===== config.mk =====
export PLATFORM = sky130hd
export DESIGN_NAME = imem_loader
export DESIGN_NICKNAME = d
export VERILOG_FILES = /design/src/rtl/imem_loader.sv
export SDC_FILE = /design/constraint.sdc
export NUM_CORES = 1
export LEC_CHECK = 0
export ABC_AREA = 0
export CORE_MARGIN = 4
export CORE_UTILIZATION = 41
export DETAILED_ROUTE_END_ITERATION = 16
export GPL_ROUTABILITY_DRIVEN = 0
export HOLD_SLACK_MARGIN = 0.08
export PLACE_DENSITY = 0.76
export SLEW_MARGIN = 30
export SYNTH_ARGS = -nofsm -noshare
export SYNTH_HDL_FRONTEND = slang
export SYNTH_SLANG_ARGS = --single-unit

===== constraint.sdc =====
create_clock -name clk -period 2 [get_ports clk]
set_input_delay 0.4 -clock clk [delete_from_list [all_inputs] [get_ports clk]]
set_output_delay 0.4 -clock clk [all_outputs]
set_load 0.02 [all_outputs]

===== src/rtl/imem_loader.sv =====
// imem_loader
// -----------
// Loads the instruction memory from a byte stream while holding the MIPS core
// in reset. Bytes arrive most-significant first and are packed into 32-bit
// words. Each word is written to the next word-aligned address starting at
// BASE_ADDR. When the requested number of words has been written, the core is
// released.
//
// Ports
//   clk         rising-edge clock for all state
//   reset       synchronous, active-high; returns to IDLE, partial word dropped
//   start       load request, sampled only in IDLE or DONE
//   word_count  words to load (ADDR_WIDTH+1 bits), captured on an accepted start
//   byte_valid  byte_data carries a byte this cycle
//   byte_data   stream byte, MSB of each word first
//   byte_ready  loader consumes a byte this cycle (LOAD state only)
//   imem_we     one-cycle write strobe to instruction memory
//   imem_addr   byte address of the write, always word aligned
//   imem_wdata  word being written
//   cpu_reset   core reset, low only once a load has completed
//   busy        load in progress (LOAD or WRITE)
//   done        last load completed, core released
//   error       last start was rejected because word_count exceeded DEPTH
module imem_loader #(
    parameter int unsigned ADDR_WIDTH = 8,
    parameter logic [31:0] BASE_ADDR  = 32'h0000_0000
) (
    input  logic                  clk,
    input  logic                  reset,
    input  logic                  start,
    input  logic [ADDR_WIDTH:0]   word_count,
    input  logic                  byte_valid,
    input  logic [7:0]            byte_data,
    output logic                  byte_ready,
    output logic                  imem_we,
    output logic [31:0]           imem_addr,
    output logic [31:0]           imem_wdata,
    output logic                  cpu_reset,
    output logic                  busy,
    output logic                  done,
    output logic                  error
);

    // Largest legal word_count; fits exactly in the ADDR_WIDTH+1 bit field.
    localparam logic [ADDR_WIDTH:0] DEPTH = {1'b1, {ADDR_WIDTH{1'b0}}};

    typedef enum logic [1:0] {
        S_IDLE  = 2'd0,
        S_LOAD  = 2'd1,
        S_WRITE = 2'd2,
        S_DONE  = 2'd3
    } state_t;

    state_t                state_q;
    logic [ADDR_WIDTH:0]   count_q;
    logic [ADDR_WIDTH:0]   index_q;
    logic [1:0]            byte_cnt_q;
    logic [31:0]           word_q;
    logic                  error_q;

    logic [ADDR_WIDTH:0]   index_d;
    logic [31:0]           word_d;
    logic [1:0]            byte_cnt_d;

    always_comb begin
        index_d    = index_q + 1'b1;
        word_d     = {word_q[23:0], byte_data};
        byte_cnt_d = byte_cnt_q + 2'd1;
    end

    always_ff @(posedge clk) begin
        if (reset) begin
            state_q    <= S_IDLE;
            count_q    <= '0;
            index_q    <= '0;
            byte_cnt_q <= '0;
            word_q     <= '0;
            error_q    <= 1'b0;
        end else begin
            case (state_q)
                // IDLE and DONE share start handling; a rejected start leaves
                // the state alone so DONE keeps the core running.
                S_IDLE, S_DONE: begin
                    if (start) begin
                        if (word_count > DEPTH) begin
                            error_q <= 1'b1;
                        end else begin
                            error_q    <= 1'b0;
                            count_q    <= word_count;
                            index_q    <= '0;
                            byte_cnt_q <= '0;
                            state_q    <= (word_count == '0) ? S_DONE : S_LOAD;
                        end
                    end
                end
                S_LOAD: begin
                    if (byte_valid) begin
                        word_q     <= word_d;
                        byte_cnt_q <= byte_cnt_d;
                        if (byte_cnt_q == 2'd3) begin
                            state_q <= S_WRITE;
                        end
                    end
                end
                S_WRITE: begin
                    index_q <= index_d;
                    state_q <= (index_d == count_q) ? S_DONE : S_LOAD;
                end
                default: state_q <= S_IDLE;
            endcase
        end
    end

    // All outputs decode from registers only; no input reaches an output
    // combinationally.
    assign byte_ready = (state_q == S_LOAD);
    assign imem_we    = (state_q == S_WRITE);
    assign busy       = (state_q == S_LOAD) || (state_q == S_WRITE);
    assign done       = (state_q == S_DONE);
    assign cpu_reset  = (state_q != S_DONE);
    assign error      = error_q;
    assign imem_wdata = word_q;
    // Word index scaled to a byte address in 32 bits so it never wraps.
    assign imem_addr  = BASE_ADDR + {{(29 - ADDR_WIDTH){1'b0}}, index_q, 2'b00};

endmodule

==> results of run 1 <==
[placed cells by master (no fill, tap or decap), drive strengths merged, types with 3 or more instances in the layout]
cell type | netlist | final
a21oi | 43 | 43
a31oi | 6 | 6
and2 | 4 | 4
and3 | 4 | 4
buf | 31 | 21
clkbuf | 13 | 9
clkdlybuf4s50 | 0 | 53
conb | 1 | 23
dfxtp | 55 | 55
dlygate4sd2 | 0 | 6
ha | 6 | 6
inv | 6 | 7
mux2i | 8 | 8
nand2 | 78 | 78
nand2b | 3 | 3
nand3 | 8 | 8
nand4 | 6 | 6
nor2 | 15 | 15
nor2b | 4 | 4
nor3 | 5 | 5
o211ai | 5 | 5
o21ai | 6 | 6
or4 | 3 | 3
xnor2 | 4 | 4
xor2 | 5 | 5
[worst max-delay path, stage by stage]
cell and delay (ns):
clkdlybuf4s50_1 0.63, o21ai_2 0.13, and2_1 0.18, buf_12 0.15
or4b_2 0.62, o21ai_0 0.08
[sequential cells by signal (all words and copies together), names as in the netlist]
name and count:
count_q 9, index_q 9, state_q 2, byte_cnt_q 2
error 1, imem_wdata 32
[timing repair]
item                                    CTS  global route
pin swaps                                 5             6
hold endpoints to repair                  0             0
setup buffers                             0             1
endpoints found under the setup margin   21             5
gates resized for setup                  16            18
[kinds of logic after synthesis]
family	after synthesis	synth area share, %
other	1	0.141
DFF	55	41.3
adders and majority gates	6	2.82
muxes	8	3.01
and+or+nand+nor	139	24.2
xor gates and xnor gates	9	2.96
buffers and inverters	50	10.6
AOI/OAI and AO/OA	69	14.9
[path summary, 6_finish.rpt]
| kind | start | endpoint | slack (ns) |
|---|---|---|---|
| max | word_count[8] | byte_cnt_q[0] | 0.04 |
| min | word_count[6] | count_q[6] | 0.36 |
| max reg2reg | state_q[1] | byte_cnt_q[0] | 0.07 |
| min reg2reg | imem_wdata[26] | imem_wdata[26] | 0.46 |
[metrics by stage]
step / utilization, % / hold slack, ns / instances / instance area (sq um)
6_report: 56.6 / 0.357 / 487 / 3570
5_1_grt: 56.6 / 0.397 / 487 / 3570
4_1_cts: 56.2 / 0.463 / 486 / 3550
3_5_place_dp: 54.5 / 0.448 / 478 / 3440
3_3_place_gp: 54.5 / 0.443 / 478 / 3440
2_1_floorplan: - / 0.453 / 359 / 2750
[power groups by stage]
| stage | Combinational, mW | Sequential [mW] | Clock [mW] |
|---|---|---|---|
| global route | 1.27 | 1.27 | 0.681 |
| CTS | 1.16 | 1.25 | 0.650 |
| floorplan | 0.692 | 1.30 | 0 |
| finish | 1.16 | 1.26 | 0.629 |
| detailed placement | 1.16 | 1.27 | 0 |
| global placement | 1.15 | 1.27 | 0 |
[layout make-up]
type	count	area [sq um]	share of cell area, %
multi-input combinational	254	1410	39.5
clock buffer	5	68.8	1.93
timing repair buffer	87	843	23.6
inverter	6	22.5	0.630
tap	77	96.3	2.70
clock inverter	3	22.5	0.630
sequential	55	1110	31.0
[routing by layer]
layer | up-vias | share of wire [%]
met2 | 67 | 47
met5 | - | 0
li1 | 1233 | -
met3 | 9 | 5.1
met1 | 1112 | 46
met4 | 0 | 1.6
==> impl_metrics.sql, run 1 <==
INSERT INTO impl_metrics (metric_group, metric, value, unit) VALUES
('outcome', 'run_status', 'finished clean', ''),
('clock_tree', 'cts_num_sinks', '55', ''),
('global_routing', 'antenna_found_initial', '0', ''),
('worst_setup_path', 'cp_data_required_time', '2.24', 'ns'),
('synthesis', 'synth_edf_count', '0', ''),
('timing', 'final-hold-violation-count', '0', ''),
('clock_tree', 'cts_tree', 'yes', ''),
('worst_setup_path', 'critPathLaunchType', 'primary input', ''),
('layout', 'diodes', '0', ''),
('global_routing', 'grt_start_max_net_pins', '34', ''),
('clock_tree', 'cts_buffers', '5', ''),
('floorplanning', 'die_h', '88.6', 'um'),
('clock_tree', 'clk_transition_reported_paths', '0.09', 'ns'),
('global_routing', 'met2_usage_in_global_routing', '26.0', '%'),
('floorplanning', 'area_of_the_core', '6310', 'sq um'),
('timing', 'finalCritPeriodShare', '98.0', '%'),
('global_routing', 'overflow', '0', ''),
('timing', 'clock-skew-final', '0.0109', 'ns'),
('floorplanning', 'row_count', '29', ''),
('clock_tree', 'hold_buffers', '0', ''),
('layout', 'syn_to_final_growth', '34.1', '%'),
('global_routing', 'top_usage_layer', 'met2', ''),
('timing', 'final_max_slew_viols', '0', ''),
('timing', 'final_setup_slack_of_the_worst_path', '0.0407', 'ns'),
('worst_setup_path', 'crit_path_max_fanout', '11', ''),
('timing', 'grt_setup_unrepaired', 'false', ''),
('detailed_routing', 'detail_route.wirelength', '6.55', 'mm'),
('synthesis', 'synth_top_area_cell', 'dfxtp_1', ''),
('detailed_routing', 'drtAntennaViolNets', '0', ''),
('synthesis', 'yosys-top-cells-area', 'dfxtp_1, nand2_1, a21oi_1, buf_4, mux2i_1', ''),
('synthesis', 'synth.most_common_cell', 'nand2_1', ''),
('global_routing', 'groute.layer.met1.usage', '22.8', '%'),
('clock_tree', 'clock_insertion_delay_worst_skew', '0.31', 'ns'),
('synthesis', 'synth_top_area_share', '41.3', '%'),
('placement', 'dp_slack', '-0.512', 'ns'),
('pwr', 'internal_power', '1.93', 'mW'),
('detailed_routing', 'vias_per_cell', '4.97', ''),
('clock_tree', 'clock-root-buffer', 'clkbuf_8', ''),
('timing', 'timing.setup.tns', '0', 'ns'),
('pwr', 'clock_power_share', '20.7', '%'),
('global_routing', 'grt_pass1_wl', '10.2', 'mm'),
('worst_hold_path', 'holdPathStages', '3', ''),
('timing', 'clock.fmax', '0.510', 'GHz'),
('pwr', 'p_sw_share', '36.7', '%'),
('floorplanning', 'num_io_pins', '91', ''),
('detailed_routing', 'routed_wire_length_per_instance', '13.5', 'um'),
('worst_setup_path', 'cp.arrival', '2.20', 'ns'),
('pwr', 'power_frac_seq', '41.2', '%'),
('floorplanning', 'die-area', '7850', 'sq um'),
('synthesis', 'synth_warnings', '0', ''),
('detailed_routing', 'drt_pre_antenna_iters', '6', ''),
('synthesis', 'post_synthesis_cell_count', '337', ''),
('layout', 'fin_nets', '436', ''),
('global_routing', 'grt_util_all_layers', '16.4', '%'),
('worst_setup_path', 'critical_path_class', 'primary input to flop', ''),
('clock_tree', 'h-tree-depth', '2', ''),
('placement', 'placement.io_buffers', '67', ''),
('worst_hold_path', 'min-delay-path-class', 'primary input to flop', ''),
('synthesis', 'synth.cells.most_frequent', 'nand2_1, dfxtp_1, a21oi_1, buf_4, nor2_1', ''),
('global_routing', 'grt_pass1_vias', '2220', ''),
('worst_setup_path', 'endpoint_kind', 'flop', ''),
('timing', 'setup-violations-final', '0', ''),
('synthesis', 'yosys.cell_types.count', '44', ''),
('global_routing', 'met3_grt_util', '1.86', '%'),
('synthesis', 'synth.ff_latch_count', '55', ''),
('pwr', 'power-per-cell-area', '852', 'nW/um^2'),
('detailed_routing', 'detailed_route_iter0_violations', '176', ''),
('timing', 'final.min_clock_period', '1.96', 'ns'),
('synthesis', 'synth_area_per_inst', '7.90', 'sq um'),
('pwr', 'net-switching-power', '1.12', 'mW'),
('synthesis', 'synthArstFlopShare', '0', '%');
(Power assumes the default switching activity.)
==> run 2: changes to the inputs <==
Settings changed: CORE_MARGIN 4 to unset.
==> run 2 against run 1 <==
Compared with the run above:
- via count is 2.0% higher
- clock-buffer cell count grew 1
- clock skew shrank 0.0048 ns
- critical path type unchanged
- routed wire length decreased by 2.5%
- utilization rose by 0.79 points
- first-iteration DRC count grew 41%
- worst setup slack worse by 0.0075 ns
==> impl_metrics.sql, run 2 (synthesized netlist as in run 1, its figures left out) <==
INSERT INTO impl_metrics (metric_group, metric, value, unit) VALUES
('outcome', 'run_status', 'finished clean', ''),
('layout', 'largest_reg_flops', '32', ''),
('layout', 'final_design_area_no_fill', '3620', 'sq um'),
('worst_setup_path', 'critPathLaunchType', 'primary input', ''),
('clock_tree', 'clock_insertion_delay_worst_skew', '0.32', 'ns'),
('clock_tree', 'clock_tree.buffer_depth', '2', ''),
('detailed_routing', 'routed_wire_length_per_instance', '13.0', 'um'),
('timing', 'grt_setup_unrepaired', 'true', ''),
('floorplanning', 'num_io_pins', '91', ''),
('pwr', 'power.leakage', '1.39', 'nW'),
('worst_setup_path', 'crit_path_max_fanout', '2', ''),
('detailed_routing', 'drt_drc_violations_left', '0', ''),
('floorplanning', 'die-area', '6820', 'sq um'),
('timing', 'final_max_slew_viols', '0', ''),
('global_routing', 'grt_pass1_wl', '9.84', 'mm'),
('placement', 'placedInstanceArea', '3470', 'sq um'),
('floorplanning', 'row_count', '29', ''),
('timing', 'clock-skew-final', '0.00617', 'ns'),
('floorplanning', 'floorplan.die.width', '82.6', 'um'),
('worst_setup_path', 'r2r_start', 'index_q[1]', ''),
('worst_setup_path', 'critical_path_class', 'primary input to flop', ''),
('timing', 'final-hold-violation-count', '0', ''),
('layout', 'filler_cell_count', '585', ''),
('layout', 'diodes', '0', ''),
('placement', 'placement.io_buffers', '67', ''),
('layout', 'post_route_cells_drive_above_1_share', '11.5', '%'),
('pwr', 'vdd_ir_drop_max', '728', 'uV'),
('clock_tree', 'cts_num_sinks', '55', ''),
('layout', 'syn_to_final_growth', '36.0', '%'),
('global_routing', 'overflow', '0', ''),
('timing', 'finalCritPeriodShare', '98.3', '%'),
('clock_tree', 'h-tree-depth', '2', ''),
('worst_setup_path', 'reg2regPathDepth', '6', ''),
('worst_setup_path', 'endpoint_kind', 'flop', ''),
('worst_setup_path', 'setup.reg_to_reg.worst_slack', '0.07', 'ns'),
('worst_setup_path', 'critPathMaxStageDelay', '0.59', 'ns'),
('worst_setup_path', 'timing.critical_path.cells', 'clkdlybuf4s15_1 -> or4_4 -> nor3_4 -> o211ai_1 -> or4_1 -> a211oi_2', ''),
('placement', 'dp.final_hpwl', '4.47', 'mm'),
('global_routing', 'grt_start_max_net_pins', '56', ''),
('timing', 'max-slew-margin-rel', '61.8', '%'),
('worst_setup_path', 'cp_data_required_time', '2.24', 'ns'),
('worst_setup_path', 'worstSetupStartpoint', 'word_count[2]', ''),
('pwr', 'power-per-cell-area', '880', 'nW/um^2'),
('timing', 'worstMarginPinSlew', '0.573', 'ns'),
('clock_tree', 'clk_transition_reported_paths', '0.10', 'ns'),
('detailed_routing', 'drt_pre_antenna_iters', '4', ''),
('worst_setup_path', 'endpoint', 'state_q[1]', ''),
('layout', 'layout_commonest_cell', 'nand2_1', ''),
('clock_tree', 'clock-root-buffer', 'clkbuf_8', ''),
('layout', 'fin_nets', '442', ''),
('global_routing', 'grt_util_all_layers', '19.1', '%'),
('global_routing', 'antenna_found_initial', '0', ''),
('clock_tree', 'cts_buffers', '5', ''),
('worst_setup_path', 'cp.arrival', '2.21', 'ns'),
('timing', 'clock.fmax', '0.508', 'GHz'),
('worst_setup_path', 'worst_path_max_delay_cell', 'or4_4', ''),
('detailed_routing', 'routed-via-count', '2469', ''),
('detailed_routing', 'vias_per_cell', '5.01', ''),
('run', 'maxCapViolations', '0', ''),
('worst_hold_path', 'min-delay-path-class', 'primary input to flop', ''),
('detailed_routing', 'detail_route.wirelength', '6.39', 'mm'),
('global_routing', 'grt_pass1_vias', '2033', ''),
('clock_tree', 'hold_buffers', '0', ''),
('worst_setup_path', 'crit-reg2reg-capture', 'state_q[1]', ''),
('timing', 'setup-violations-final', '0', ''),
('timing', 'final.min_clock_period', '1.97', 'ns'),
('detailed_routing', 'detailed_route_iter0_violations', '249', ''),
('clock_tree', 'cts_tree', 'yes', ''),
('layout', 'layout_common_cells', 'nand2_1, dfxtp_1, clkdlybuf4s50_1', ''),
('floorplanning', 'area_of_the_core', '6310', 'sq um'),
('floorplanning', 'floorplan.initialDensity', '42.2', '%'),
('floorplanning', 'die_h', '82.6', 'um'),
('layout', 'finished_core_util', '57.4', '%'),
('detailed_routing', 'drtAntennaViolNets', '0', '');
run 2: cell types whose count changed in the layout (fill, tap and decap cells not counted), sizes merged:
cell,delta
buf,+6
clkdlybuf4s15,+1
bufinv,+1
clkinv,-2
clkbuf,-1
dlymetal6s2s,+1
run 2: critical path, delay by kind of cell:
| kind | cells | cell delay, ns |
|---|---|---|
| AO/OA/AOI/OAI | 2 | 0.33 |
| AND/OR/NAND/NOR | 3 | 1.28 |
| buffers and inverters | 1 | 0.20 |
run 2: final cells by class:
cell class	instances	area (sq um)	share of cell area [%]
Timing Repair Buffer	93	888	24.5
Sequential cell	55	1100	30.5
Inverter	6	22.5	0.622
Clock inverter	2	38.8	1.07
Multi-Input combinational cell	254	1400	38.7
Tap cell	77	96.3	2.66
Clock buffer	6	72.6	2.00
run 2: per-layer routing:
layer / part of all wire, % / vias up / global-route usage (%)
li1: - / 1256 / -
met5: 0 / - / 0
met1: 47 / 1109 / 26.8
met2: 46 / 93 / 28.8
met4: 1.5 / 0 / 7.24
met3: 5.7 / 11 / 3.63
run 2: how the worst min path moves through the flow:
| stage | start | endpoint | slack (ns) | cells after the start |
|---|---|---|---|---|
| final | word_count[6] | count_q[6] | 0.34 | 3 |
| after global placement | imem_wdata[30] | imem_wdata[30] | 0.44 | 2 |
| after detailed placement | imem_wdata[29] | imem_wdata[29] | 0.45 | 2 |
| after global routing | word_count[6] | count_q[6] | 0.35 | 3 |
| after floorplan | byte_cnt_q[1] | byte_cnt_q[1] | 0.45 | 2 |
| after CTS | reset | byte_cnt_q[0] | 0.36 | 3 |
run 2: timing repair:
item                       CTS  global route
resized for setup           13            14
setup endpoints to repair   26            17
gates cloned                 0             0
pin swaps                    5             6
buffers inserted             1             1
run 2: report_power, final:
part           switching, mW  internal, mW  leakage, nW  total, mW
logic                  0.681         0.507        0.884       1.19
clock network          0.376         0.379       0.0558      0.755
registers             0.0680          1.18        0.446       1.25
run 2: per-stage QoR:
stage	setup WS (ns)	power [mW]	instances	TNS (ns)	hold slack, ns
floorplan	0.000735	1.99	359	0	0.453
global placement	-0.471	2.43	483	-8.06	0.442
detailed placement	-0.522	2.45	483	-9.23	0.448
CTS	0.00220	3.19	492	0	0.362
global route	-0.0223	3.38	493	-0.0227	0.351
finish	0.0332	3.19	493	0	0.341
==> run 3: changes to the inputs <==
Settings changed: CORE_MARGIN set to 2.
==> run 3 against run 2 <==
Compared with the run above:
- die area grew 4.9%
- clock-buffer cell count fell by 1
- largest cell class unchanged
- worst setup slack better by 0.035 ns
- register-to-register slack hardly changed
- cell count decreased by 0.41%
- clock power shrank 14%
- largest power group unchanged
- non-clock buffer count decreased by 2
- power fell by 2.7%
- first-iteration DRC count is 15% lower
- routed wire length up 1.9%
- combinational power barely moved
- sequential power about the same
==> impl_metrics.sql, run 3 (synthesized netlist as in run 1, its figures left out) <==
INSERT INTO impl_metrics (metric_group, metric, value, unit) VALUES
('worst_setup_path', 'critPathLaunchType', 'flop', ''),
('detailed_routing', 'drt_pre_antenna_iters', '4', ''),
('detailed_routing', 'drtAntennaViolNets', '0', ''),
('outcome', 'run_status', 'finished clean', ''),
('floorplanning', 'floorplan.initialDensity', '42.2', '%'),
('worst_setup_path', 'critical_path_class', 'flop to flop', ''),
('detailed_routing', 'detailed_route_iter0_violations', '212', ''),
('timing', 'finalCritPeriodShare', '96.6', '%'),
('layout', 'largest_reg_flops', '32', ''),
('worst_setup_path', 'endpoint', 'byte_cnt_q[0]', ''),
('global_routing', 'overflow', '0', ''),
('layout', 'final_design_area_no_fill', '3610', 'sq um'),
('layout', 'multi_input_area', '1400', 'sq um'),
('pwr', 'power.leakage', '1.40', 'nW'),
('global_routing', 'antenna_found_initial', '0', ''),
('detailed_routing', 'routed-via-count', '2448', ''),
('global_routing', 'grt_pass1_wl', '10.7', 'mm'),
('timing', 'clock-skew-final', '0.00625', 'ns'),
('timing', 'final-hold-violation-count', '0', ''),
('global_routing', 'grt_util_all_layers', '18.1', '%'),
('placement', 'dp.final_hpwl', '4.67', 'mm'),
('clock_tree', 'clk_transition_reported_paths', '0.11', 'ns'),
('placement', 'placement.io_buffers', '67', ''),
('worst_setup_path', 'cp.arrival', '2.18', 'ns'),
('layout', 'diodes', '0', ''),
('floorplanning', 'die_h', '84.6', 'um'),
('pwr', 'power-per-cell-area', '858', 'nW/um^2'),
('clock_tree', 'clock_insertion_delay_worst_skew', '0.31', 'ns'),
('layout', 'filler_cell_count', '578', ''),
('timing', 'grt_setup_unrepaired', 'true', ''),
('layout', 'fin_nets', '440', ''),
('global_routing', 'grt_start_max_net_pins', '33', ''),
('layout', 'layout_common_cells', 'nand2_1, dfxtp_1, clkdlybuf4s50_1', ''),
('worst_setup_path', 'worstSetupStartpoint', 'state_q[1]', ''),
('floorplanning', 'area_of_the_core', '6310', 'sq um'),
('timing', 'final_max_slew_viols', '0', ''),
('clock_tree', 'cts_buffers', '5', ''),
('placement', 'placedInstanceArea', '3470', 'sq um'),
('timing', 'setup-violations-final', '0', ''),
('floorplanning', 'floorplan.die.width', '84.6', 'um'),
('clock_tree', 'clock-root-buffer', 'clkbuf_8', ''),
('clock_tree', 'cts_tree', 'yes', ''),
('floorplanning', 'row_count', '29', ''),
('run', 'maxCapViolations', '0', ''),
('worst_setup_path', 'crit-reg2reg-capture', 'byte_cnt_q[0]', ''),
('worst_setup_path', 'r2r_start', 'state_q[1]', ''),
('pwr', 'vdd_ir_drop_max', '702', 'uV'),
('clock_tree', 'clock_tree.buffer_depth', '2', ''),
('worst_setup_path', 'setup.reg_to_reg.worst_slack', '0.07', 'ns'),
('clock_tree', 'h-tree-depth', '2', ''),
('floorplanning', 'die-area', '7160', 'sq um'),
('worst_setup_path', 'reg2regPathDepth', '6', ''),
('global_routing', 'grt_pass1_vias', '2247', ''),
('layout', 'post_route_cells_drive_above_1_share', '10.9', '%'),
('layout', 'syn_to_final_growth', '35.7', '%'),
('worst_setup_path', 'endpoint_kind', 'flop', ''),
('floorplanning', 'num_io_pins', '91', ''),
('detailed_routing', 'vias_per_cell', '4.99', ''),
('timing', 'clock.fmax', '0.518', 'GHz'),
('layout', 'seq_area', '1100', 'sq um'),
('detailed_routing', 'detail_route.wirelength', '6.51', 'mm'),
('layout', 'layout_commonest_cell', 'nand2_1', ''),
('worst_setup_path', 'cp_data_required_time', '2.25', 'ns'),
('pwr', 'p_total', '3.10', 'mW'),
('clock_tree', 'cts_num_sinks', '55', ''),
('worst_setup_path', 'crit_path_max_fanout', '11', ''),
('detailed_routing', 'routed_wire_length_per_instance', '13.3', 'um'),
('timing', 'final.min_clock_period', '1.93', 'ns'),
('detailed_routing', 'drt_drc_violations_left', '0', ''),
('worst_hold_path', 'min-delay-path-class', 'primary input to flop', '');
==> run 3: cell types whose count changed in the layout (fill, tap and decap cells not counted), sizes merged <==
| cell | change |
|---|---|
| clkinvlp | +1 |
| clkinv | +1 |
| clkdlybuf4s15 | -2 |
| bufinv | -1 |
| dlymetal6s2s | +5 |
| buf | -2 |
| dlygate4sd2 | -1 |
| clkbuf | -3 |
==> run 3: metrics by stage <==
step	std cells	utilization (%)	TNS, ns	worst slack [ns]	hold slack [ns]
2_1_floorplan	359	-	0	0.000735	0.453
3_3_place_gp	483	54.9	-8.37	-0.474	0.443
3_5_place_dp	483	54.9	-8.63	-0.540	0.449
4_1_cts	491	56.4	-2.26	-0.166	0.463
5_1_grt	491	57.3	-0.00389	-0.00389	0.401
6_report	491	57.3	0	0.0681	0.376
==> run 3: layer usage <==
layer | global-route usage (%) | part of all wire, % | vias to the layer above | wire length (um)
met3 | 2.36 | 4.0 | 10 | 260
met1 | 26.4 | 50 | 1122 | 3270
met4 | 5.48 | 1.4 | 0 | 91
li1 | - | - | 1250 | -
met5 | 0 | 0 | - | 0
met2 | 28.1 | 44 | 66 | 2890
==> run 3: power by group <==
group          internal [mW]  switching, mW
Combinational          0.516          0.682
Clock                  0.254          0.398
Sequential              1.18         0.0754
==> run 3: how the worst min path moves through the flow <==
stage	from	to	slack (ns)	depth (start not counted)
2_1_floorplan	byte_cnt_q[1]	byte_cnt_q[1]	0.45	2
3_3_place_gp	imem_wdata[30]	imem_wdata[30]	0.44	2
3_5_place_dp	imem_wdata[26]	imem_wdata[26]	0.45	2
4_1_cts	imem_wdata[26]	imem_wdata[26]	0.46	2
5_1_grt	word_count[0]	count_q[0]	0.40	3
6_report	word_count[6]	count_q[6]	0.38	3
==> run 3: what timing repair did <==
action                                 4_1_cts  5_1_grt
endpoints found under the hold margin        0        0
resized for setup                            6       14
setup buffers                                0        0
pin swaps                                    1        6
hold buffers                                 0        0
setup endpoints to repair                   27       23
==> run 3: area by class of cell <==
class,count,share of cell area [%]
well taps,77,2.67
clock buffers,5,1.90
flip-flops and latches,55,30.5
multi-input cells,254,38.8
repair buffers,91,24.8
clock inverters,3,0.658
inverters,6,0.623
==> run 3: worst max-delay path, stage by stage, from the launching register on <==
cell and delay (ns):
dfxtp_1 0.44, ha_4 0.24, and2_0 0.14, and2_1 0.19, buf_12 0.15, or4b_2 0.61, o21ai_0 0.08
